===== src/rtl/triple_sender_pkg.sv =====
// Shared types and default sizing for triple_sender and its wait_timer helper.
package triple_sender_pkg;

  typedef enum logic [1:0] {
    IDLE     = 2'd0,
    SEND     = 2'd1,
    WAIT_ACK = 2'd2
  } state_e;

  localparam int unsigned DEF_WIDTH          = 8;
  localparam int unsigned DEF_NUM_WORDS      = 3;
  localparam int unsigned DEF_TIMEOUT_CYCLES = 16;

  // Word index needs at least one bit even for single-word frames.
  function automatic int unsigned idx_width(input int unsigned n);
    return (n > 1) ? $clog2(n) : 1;
  endfunction

endpackage


===== src/rtl/wait_timer.sv =====
// Loadable up/down cycle counter with synchronous clear and a limit-match flag.
module wait_timer #(
  parameter int unsigned CNT_W = 5
) (
  input  logic             clk,
  input  logic             reset,
  input  logic             clr_i,
  input  logic             load_i,
  input  logic [CNT_W-1:0] load_val_i,
  input  logic             up_i,
  input  logic             en_i,
  input  logic [CNT_W-1:0] limit_i,
  output logic             expired_o
);

  logic [CNT_W-1:0] cnt_q, cnt_d;

  always_comb begin
    cnt_d = cnt_q;
    if (clr_i)       cnt_d = '0;
    else if (load_i) cnt_d = load_val_i;
    else if (en_i)   cnt_d = up_i ? cnt_q + CNT_W'(1) : cnt_q - CNT_W'(1);
  end

  always_ff @(posedge clk) begin
    if (reset) cnt_q <= '0;
    else       cnt_q <= cnt_d;
  end

  assign expired_o = (cnt_q == limit_i);

endmodule


===== src/rtl/triple_sender.sv =====
// Captures a NUM_WORDS frame, streams it on putFlag/value, then waits for accDone.
// Optional WAIT_ACK abort is enabled by defining TRIPLE_SENDER_TIMEOUT_EN.
module triple_sender
  import triple_sender_pkg::*;
#(
  parameter int unsigned WIDTH          = DEF_WIDTH,
  parameter int unsigned NUM_WORDS      = DEF_NUM_WORDS,
  parameter int unsigned TIMEOUT_CYCLES = DEF_TIMEOUT_CYCLES
) (
  input  logic                       clk,
  input  logic                       reset,
  input  logic                       start,
  input  logic [NUM_WORDS*WIDTH-1:0] words,
  input  logic                       accDone,
  output logic                       putFlag,
  output logic [WIDTH-1:0]           value,
  output logic                       busy,
  output logic                       sent,
  output logic                       err
);

  localparam int unsigned      IDX_W    = idx_width(NUM_WORDS);
  localparam logic [IDX_W-1:0] IDX_LAST = IDX_W'(NUM_WORDS - 1);

  state_e                             state_q, state_d;
  logic [IDX_W-1:0]                   idx_q, idx_d;
  logic [NUM_WORDS-1:0][WIDTH-1:0]    frame_q, frame_d;
  logic                               sent_q, sent_d;
  logic                               err_q, err_d;
  logic                               timeout;

`ifdef TRIPLE_SENDER_TIMEOUT_EN
  localparam int unsigned TMO_W = $clog2(TIMEOUT_CYCLES + 1);

  logic tmr_clr, tmr_en, tmr_expired;

  // Counter is zeroed on the edge entering WAIT_ACK; the TIMEOUT_CYCLES-th
  // WAIT_ACK edge sees it at TIMEOUT_CYCLES-1 and aborts.
  assign tmr_clr = (state_q == SEND) && (idx_q == IDX_LAST);
  assign tmr_en  = (state_q == WAIT_ACK);

  wait_timer #(.CNT_W(TMO_W)) u_timer (
    .clk        (clk),
    .reset      (reset),
    .clr_i      (tmr_clr),
    .load_i     (1'b0),
    .load_val_i ({TMO_W{1'b0}}),
    .up_i       (1'b1),
    .en_i       (tmr_en),
    .limit_i    (TMO_W'(TIMEOUT_CYCLES - 1)),
    .expired_o  (tmr_expired)
  );

  assign timeout = tmr_expired;
`else
  logic unused_cfg;
  assign unused_cfg = |TIMEOUT_CYCLES;
  assign timeout    = 1'b0;
`endif

  always_comb begin
    state_d = state_q;
    idx_d   = idx_q;
    frame_d = frame_q;
    sent_d  = 1'b0;
    err_d   = 1'b0;
    case (state_q)
      IDLE: begin
        if (start) begin
          frame_d = words;
          idx_d   = '0;
          state_d = SEND;
        end
      end
      SEND: begin
        // idx parks on the last word so value keeps showing it afterwards.
        if (idx_q == IDX_LAST) state_d = WAIT_ACK;
        else                   idx_d   = idx_q + IDX_W'(1);
      end
      WAIT_ACK: begin
        if (accDone) begin
          sent_d  = 1'b1;
          state_d = IDLE;
        end else if (timeout) begin
          err_d   = 1'b1;
          state_d = IDLE;
        end
      end
      default: state_d = IDLE;
    endcase
  end

  always_ff @(posedge clk) begin
    if (reset) begin
      state_q <= IDLE;
      idx_q   <= '0;
      frame_q <= '0;
      sent_q  <= 1'b0;
      err_q   <= 1'b0;
    end else begin
      state_q <= state_d;
      idx_q   <= idx_d;
      frame_q <= frame_d;
      sent_q  <= sent_d;
      err_q   <= err_d;
    end
  end

  assign putFlag = (state_q == SEND);
  assign value   = frame_q[idx_q];
  assign busy    = (state_q != IDLE);
  assign sent    = sent_q;
  assign err     = err_q;

endmodule


===== config.mk =====
export PLATFORM = sky130hd
export DESIGN_NAME = triple_sender
export DESIGN_NICKNAME = d
export VERILOG_FILES = /design/src/rtl/triple_sender_pkg.sv /design/src/rtl/wait_timer.sv /design/src/rtl/triple_sender.sv
export SDC_FILE = /design/constraint.sdc
export NUM_CORES = 1
export LEC_CHECK = 0
export CELL_PAD_IN_SITES_DETAIL_PLACEMENT = 1
export CELL_PAD_IN_SITES_GLOBAL_PLACEMENT = 1
export CORE_MARGIN = 2
export CORE_UTILIZATION = 30
export CTS_CLUSTER_SIZE = 25
export DETAILED_ROUTE_END_ITERATION = 16
export PLACE_DENSITY_LB_ADDON = 0.15
export SLEW_MARGIN = 20
export SYNTH_ARGS = -nofsm -noshare
export SYNTH_HDL_FRONTEND = slang
export SYNTH_SLANG_ARGS = --single-unit

===== constraint.sdc =====
create_clock -name clk -period 3.55 [get_ports clk]
set_input_delay 0.5325 -clock clk [delete_from_list [all_inputs] [get_ports clk]]
set_output_delay 0.5325 -clock clk [all_outputs]
set_load 0.05 [all_outputs]

; ---- Yosys cells after proc, flatten, opt, wreduce, memory -nomap -nowiden
; Index checks and enable logic that the tools add are counted.
[op_classes]
addsub = 1
mul = 0
div = 0
magnitude_cmp = 1
n_eq_ne = 7
shifts = 0
muxes = 10
bitwise_logic = 1
n_reduce_logical = 7
[ops]
columns = cell, count
row1 = binary-select mux 8 bit (select 2 bit), 1
row2 = 2-to-1 mux 2 bit, 5
row3 = 2-to-1 mux 8 bit, 1
row4 = != test 2 bit (second input constant), 3
row5 = one-hot mux 2 bit (3 select lines), 1
row6 = AND reduction 3 bit, 2
row7 = equality test 2 bit (second input constant), 2
row8 = one-hot mux 2 bit (2 select lines), 1
row9 = nonzero test 2 bit, 2
row10 = less-than comparator 2 x 3 -> 1 bit (second input constant), 1
row11 = adder 2 x 1 -> 2 bit (second input constant), 1
row12 = equality test 2 x 1 -> 1 bit (second input constant), 1
row13 = logical NOT 2 bit, 1
row14 = != test 2 x 1 -> 1 bit (second input constant), 1
row15 = AND reduction 2 bit, 1
row16 = OR reduction 2 bit, 1
row17 = 2-to-1 mux 1 bit, 1
row18 = inverter 1 bit, 1
[totals]
reg_bits = 29
latchBits = 0
mem_bits_rw = 0
romBits = 0
inputBits = 28
mem_count = 0

; ---- Depth between registers and ports, before layout
; Gate-level depths: netlist of the first run.
[logic_depth]
ltp_word = 3
mapped_depth = 6
mapped_depth_nobuf = 5

; ---- Worst setup path before layout of the first run
; OpenSTA, ideal clock, no wires.
[synth_path]
path_kind = flip-flop to output port
startpoint = register idx_q[1]
endpoint = output port value[0]
arrival_time_ns = 1.730
required_ns = 3.017
slack_ns = 1.288
path_stages_with_launch = 4
cell_sequence = dfxtp_1 -> buf_2 -> mux2i_1 -> o21ai_0
[synth_between]
elab_chain_cells = 2
[synth_rtl]
columns = item, line
row1 = start: declaration, triple_sender.sv:26  ; logic [IDX_W-1:0] idx_q, idx_d;
row2 = start signal: assignment, triple_sender.sv:102  ; idx_q <= idx_d;
row3 = binary-select mux 8 bit (select 2 bit), triple_sender.sv:110  ; assign value = frame_q[idx_q];
row4 = 2-to-1 mux 8 bit (implied by the code), triple_sender.sv:110
row5 = end: declaration, triple_sender.sv:16  ; output logic [WIDTH-1:0] value,
; Every way passes these cells. The select of a mux whose other input is x is not followed.

; ---- Worst setup path in the final report of the first run
[layout_path]
startpoint = register idx_q[0]
endpoint = output port value[5]
; The elaborated chain is that of the path after synthesis.

==> results of run 1 <==
==> power by group <==
part	internal [mW]	total [mW]	switching [mW]
sequential	0.346	0.363	0.0168
combinational	0.0669	0.157	0.0900
clock	0.135	0.253	0.118
total	0.548	0.773	0.225
==> final cells by class <==
type | instances | area [µm²] | area share
clock buffer | 6 | 72.6 | 0.0426
clock inverter | 2 | 10.0 | 0.00587
inverter | 1 | 3.75 | 0.00220
multi-input combinational | 114 | 579 | 0.340
sequential | 29 | 581 | 0.341
tap | 50 | 62.6 | 0.0367
timing repair buffer | 40 | 395 | 0.232
==> critical path, stage by stage, from the launching register on <==
cell	delay (ns)
dfxtp_1	0.52
nor2b_1	0.51
nand2_1	0.10
o21ai_0	0.11
clkdlybuf4s50_1	0.84
==> final timing paths <==
check | end | slack [ns] | start
max | value[5] | 0.66 | idx_q[0]$_SDFFE_PP0P_
min | frame_q[20]$_SDFFE_PP0P_ | 0.46 | frame_q[20]$_SDFFE_PP0P_
max reg2reg | idx_q[1]$_SDFFE_PP0P_ | 1.88 | idx_q[0]$_SDFFE_PP0P_
min reg2reg | frame_q[20]$_SDFFE_PP0P_ | 0.46 | frame_q[20]$_SDFFE_PP0P_
==> layer usage <==
layer | track usage | wire length [µm]
met5 | 0 | 0
met3 | 0.0559 | 192
met2 | 0.271 | 1630
met1 | 0.172 | 1310
met4 | 0.0675 | 52
==> flip-flops by register name, summed over array words and instances (netlist names) <==
name and cells:
state_q 2, frame_q 24, sent 1, idx_q 2
==> through the flow <==
step,worst slack [ns],cells
final,0.658,242
after global routing,0.416,242
after CTS,0.603,242
after detailed placement,0.918,234
after global placement,0.978,234
after floorplan,1.29,156
==> cells by family after synthesis <==
family / Yosys count
compound gates: 36
fa+ha+maj: 1
buf+inv: 13
flops: 29
mux: 8
other cells: 1
simple gates: 68
==> layout by cell type (no fill, tap or decap), drive strengths merged <==
| cell type | count |
|---|---|
| clkbuf | 6 |
| ha | 1 |
| nand4b | 1 |
| nor4bb | 1 |
| o21ai | 8 |
| clkinv | 2 |
| inv | 1 |
| nor3b | 2 |
| buf | 2 |
| nor2b | 2 |
| a21oi | 27 |
| or3b | 2 |
| mux2i | 8 |
| dfxtp | 29 |
| nor2 | 1 |
| conb | 1 |
| or2 | 2 |
| o31ai | 1 |
| clkdlybuf4s50 | 38 |
| nand2 | 56 |
| nand3 | 1 |
==> results.toml, run 1 <==
[place]
io_buffers = 38
placed_cell_area_um2 = 1620
place_congestion = 0.748
dp.final_hpwl_um = 2340

[synthesis]
synth_warnings = 0
synthTopCellsByArea = "dfxtp_1, nand2_1, a21oi_1, mux2i_1, o21ai_0"
avgSynthCellArea_um2 = 7.86
netlist_top_cells_count = "nand2_1, dfxtp_1, a21oi_1"
ys_seq_area_frac = 0.473
synth_edf_count = 0
synth_area_um2 = 1230
synth_xor_area_frac = 0
syn_nets = 185
yosys.area.top_type = "dfxtp_1"
synth.most_common_cell = "nand2_1"
synthDominantCellAreaShare = 0.473
synth_cell_type_count = 23
synth-simple-area-share = 0.245
ys.flop_type = "dfxtp_1"
synthMuxAreaShare = 0.0653
synth-compound-area-share = 0.149
synth_top_family_by_area = "simple AND/OR/NAND/NOR gates"
synth_fa_ha_area_frac = 0.0102
synth_cells = 156
synth_seq_cells = 29
synthArstFlopShare = 0

[timing]
fin_crit_ns = 2.89
finalHoldViolCount = 0
timing.fmax_mhz = 346
worst_slew_pin_slew_ns = 0.932
slew_headroom = 0.379
setup_violations = 0
tns_ns = 0
period_share = 0.815
finClkSkew_ns = 0.00384
grt_setup_unrepaired = "false"
finalMaxSlewViolations = 0
holdWs_ns = 0.462

[worst_hold_path]
min_path_cells = 2
hp-class = "flip-flop to flip-flop"

[layout]
drive_gt1_frac = 0.0573
area_growth_pct = 39.0
postLayoutCoreUtil = 0.429
final_area_um2 = 1700
layout.nets = 220
fillers = 484
antenna_cells = 0

[clocking]
cts_made_buffers = 5
cts_tree = "done"
clock_tree.root_cell = "clkbuf_8"
cts_resized = 0
cts_setup_buffers = 0
path_clk_slew_ns = 0.06
clock_sinks = 29
clkLatencyLatePin_ns = 0.27
htree_levels = 2
cts_buffer_depth = 2
cts_hold_buf = 0

[power]
leakagePower_nw = 0.608
powerDensity_nw_per_um2 = 454
ir_drop_mv = 0.204
power.total_uw = 773

[global_route]
grt_pass1_vias = 1145
track_usage = 0.157
grt_pass1_wl_um = 5230
antenna_found_initial = 0
grt_start_max_net_pins = 28
grt_overflow = 0

[floorplan]
coreArea_um2 = 3970
io_pins = 40
die_area_um2 = 4610
num_rows = 23
die_y_um = 67.9
fp.dieW_um = 67.9
initial_utilization = 0.309

[routing]
wl_per_cell_um = 13.2
routed-via-count = 1111
via_per_inst = 4.59
antenna_left = 0
dr.pass1.iters = 3
drt-initial-drc-count = 38
wl_um = 3180
drc_errors = 0

[worst_setup_path]
cp.arrival_ns = 2.36
end_kind = "output port"
reg2regPathDepth = 5
cp_max_fo = 12
required_ns = 3.02
critPathKind = "flip-flop to output port"
startpoint_type = "flip-flop"

[status]
outcome = "finished clean"

[run]
maxCapViolations = 0
Note: power is estimated with default switching activity, not from simulation.
==> run 2: changes to the inputs <==
clock period = 2.9 ns   (was 3.55 ns; I/O delays follow)
==> run 2 against run 1 <==
Worst hold slack worse by 0.0070 ns. Die area stayed put. Power is 30% higher. Utilization increased by 0.60 points. Via count increased by 2.2%. Setup slack got worse by 0.36 ns. Count of clock-buffer cells in the layout increased by 1. Largest cell class is now multi-input combinational cells.
==> results.toml, run 2 (synthesized netlist as in run 1, its figures left out) <==
[power]
power.total_mw = 1.00
pwr-share-clk = 0.364
power_switching_uw = 282
swShare = 0.281
leakagePower_nw = 0.637
combPwrFrac = 0.197
seqPwrFrac = 0.439
ir_drop_mv = 0.210
internal_power_uw = 721
powerDensity_nw_per_um2 = 580

[routing]
dr.pass1.iters = 2
top_layer = "met4"
wl_met2_um = 1590
routed-via-count = 1135
drt-initial-drc-count = 26
wl_per_cell_um = 12.9
wl_met3_um = 179
wl_um = 3140
drc_errors = 0
antenna_left = 0
via_per_inst = 4.65
met1_length_um = 1340

[global_route]
track_usage = 0.144
grt_start_max_net_pins = 28
grt_pass1_vias = 1046
antenna_found_initial = 0
grt_overflow = 0
grt_pass1_wl_um = 4800

[floorplan]
num_rows = 23
die_y_um = 67.9
die_area_um2 = 4610
coreArea_um2 = 3970
initial_utilization = 0.309
io_pins = 40
fp.dieW_um = 67.9

[layout]
largest_register_ff_count = 24
antenna_cells = 0
postLayoutCoreUtil = 0.435
drive_gt1_frac = 0.103
regMostFlops = "frame_q"
top_regs = "frame_q: 24 flops, idx_q: 2 flops, state_q: 2 flops"
area_growth_pct = 40.9
mostFrequentLayoutCells = "nand2_1, clkdlybuf4s50_1, dfxtp_1, a21oi_1, buf_4"
layout.nets = 222
final_area_um2 = 1730
final_common_cell = "nand2_1"

[timing]
finalMaxSlewViolations = 0
tns_ns = 0
worst_slew_pin_slew_ns = 0.907
fin_crit_ns = 2.60
period_share = 0.898
setup_violations = 0
timing.fmax_mhz = 384
finClkSkew_ns = 0.00269
holdWs_ns = 0.455
grt_setup_unrepaired = "false"
slew_headroom = 0.395
finalHoldViolCount = 0

[worst_setup_path]
r2r_start = "idx_q[1]$_SDFFE_PP0P_"
cp_max_fo = 11
cp.arrival_ns = 2.17
startpoint = "idx_q[1]$_SDFFE_PP0P_"
critPathKind = "flip-flop to output port"
end_kind = "output port"
required_ns = 2.47
startpoint_type = "flip-flop"

[clocking]
cts_made_buffers = 5
path_clk_slew_ns = 0.06
cts_setup_buffers = 0
cts_tree = "done"
cts_buffer_depth = 2
clock_sinks = 29
clkLatencyLatePin_ns = 0.28
htree_levels = 2
clock_tree.root_cell = "clkbuf_8"

[status]
outcome = "finished clean"

[place]
place_congestion = 0.719
dp.final_hpwl_um = 2310
io_buffers = 38
placed_cell_area_um2 = 1620

[run]
maxCapViolations = 0

[worst_hold_path]
hp-start = "frame_q[4]$_SDFFE_PP0P_"
hp-class = "flip-flop to flip-flop"
==> run 2: changes by cell type in the layout (fill, tap and decap cells not counted), sizes merged <==
| cell | delta |
|---|---|
| buf | +7 |
| clkdlybuf4s50 | -5 |
| clkbuf | +1 |
| clkinv | -1 |
==> run 2: worst paths after layout <==
check / endpoint / slack (ns) / cells past startpoint
worst max register to register: idx_q[1]$_SDFFE_PP0P_ / 1.21 / 4
worst min register to register: frame_q[4]$_SDFFE_PP0P_ / 0.45 / 2
worst min-delay path: frame_q[4]$_SDFFE_PP0P_ / 0.45 / 2
worst max-delay path: value[3] / 0.30 / 4
==> run 2: worst max-delay path: stages (launching register included) <==
cell and delay, ns:
dfxtp_1 0.49, nor2b_2 0.39, nand2_1 0.08, o21ai_0 0.10
clkdlybuf4s50_1 0.84
==> run 2: layout make-up <==
class / count / area, µm²
Clock buffer: 7 / 96.3
Clock inverter: 1 / 5.00
Multi-Input combinational cell: 114 / 582
Inverter: 1 / 3.75
Sequential cell: 29 / 581
Fill cell: 493 / 2240
Timing Repair Buffer: 42 / 398
Tap cell: 50 / 62.6
==> run 2: metal layers <==
metal  GRT usage  vias to the layer above
li1            -                      584
met1       0.159                      520
met2       0.254                       26
met3      0.0493                        5
met4      0.0525                        0
met5           0                        -
==> run 2: metrics by stage <==
stage / instances / setup WS, ns
3_5_place_dp: 236 / 0.391
4_1_cts: 244 / 0.0650
2_1_floorplan: 156 / 0.735
3_3_place_gp: 236 / 0.409
6_report: 244 / 0.295
5_1_grt: 244 / 0.170
==> run 2: timing repair <==
item                                    4_1_cts  5_1_grt
gates resized for setup                       0        1
endpoints found under the setup margin        0        2
hold buffers                                  0        0
==> run 2: power groups by stage <==
| stage | logic, mW | registers, mW | clock network [mW] |
|---|---|---|---|
| floorplan | 0.126 | 0.443 | 0 |
| global placement | 0.195 | 0.449 | 0 |
| detailed placement | 0.200 | 0.450 | 0 |
| CTS | 0.201 | 0.441 | 0.377 |
| global route | 0.216 | 0.443 | 0.393 |
| finish | 0.198 | 0.440 | 0.365 |
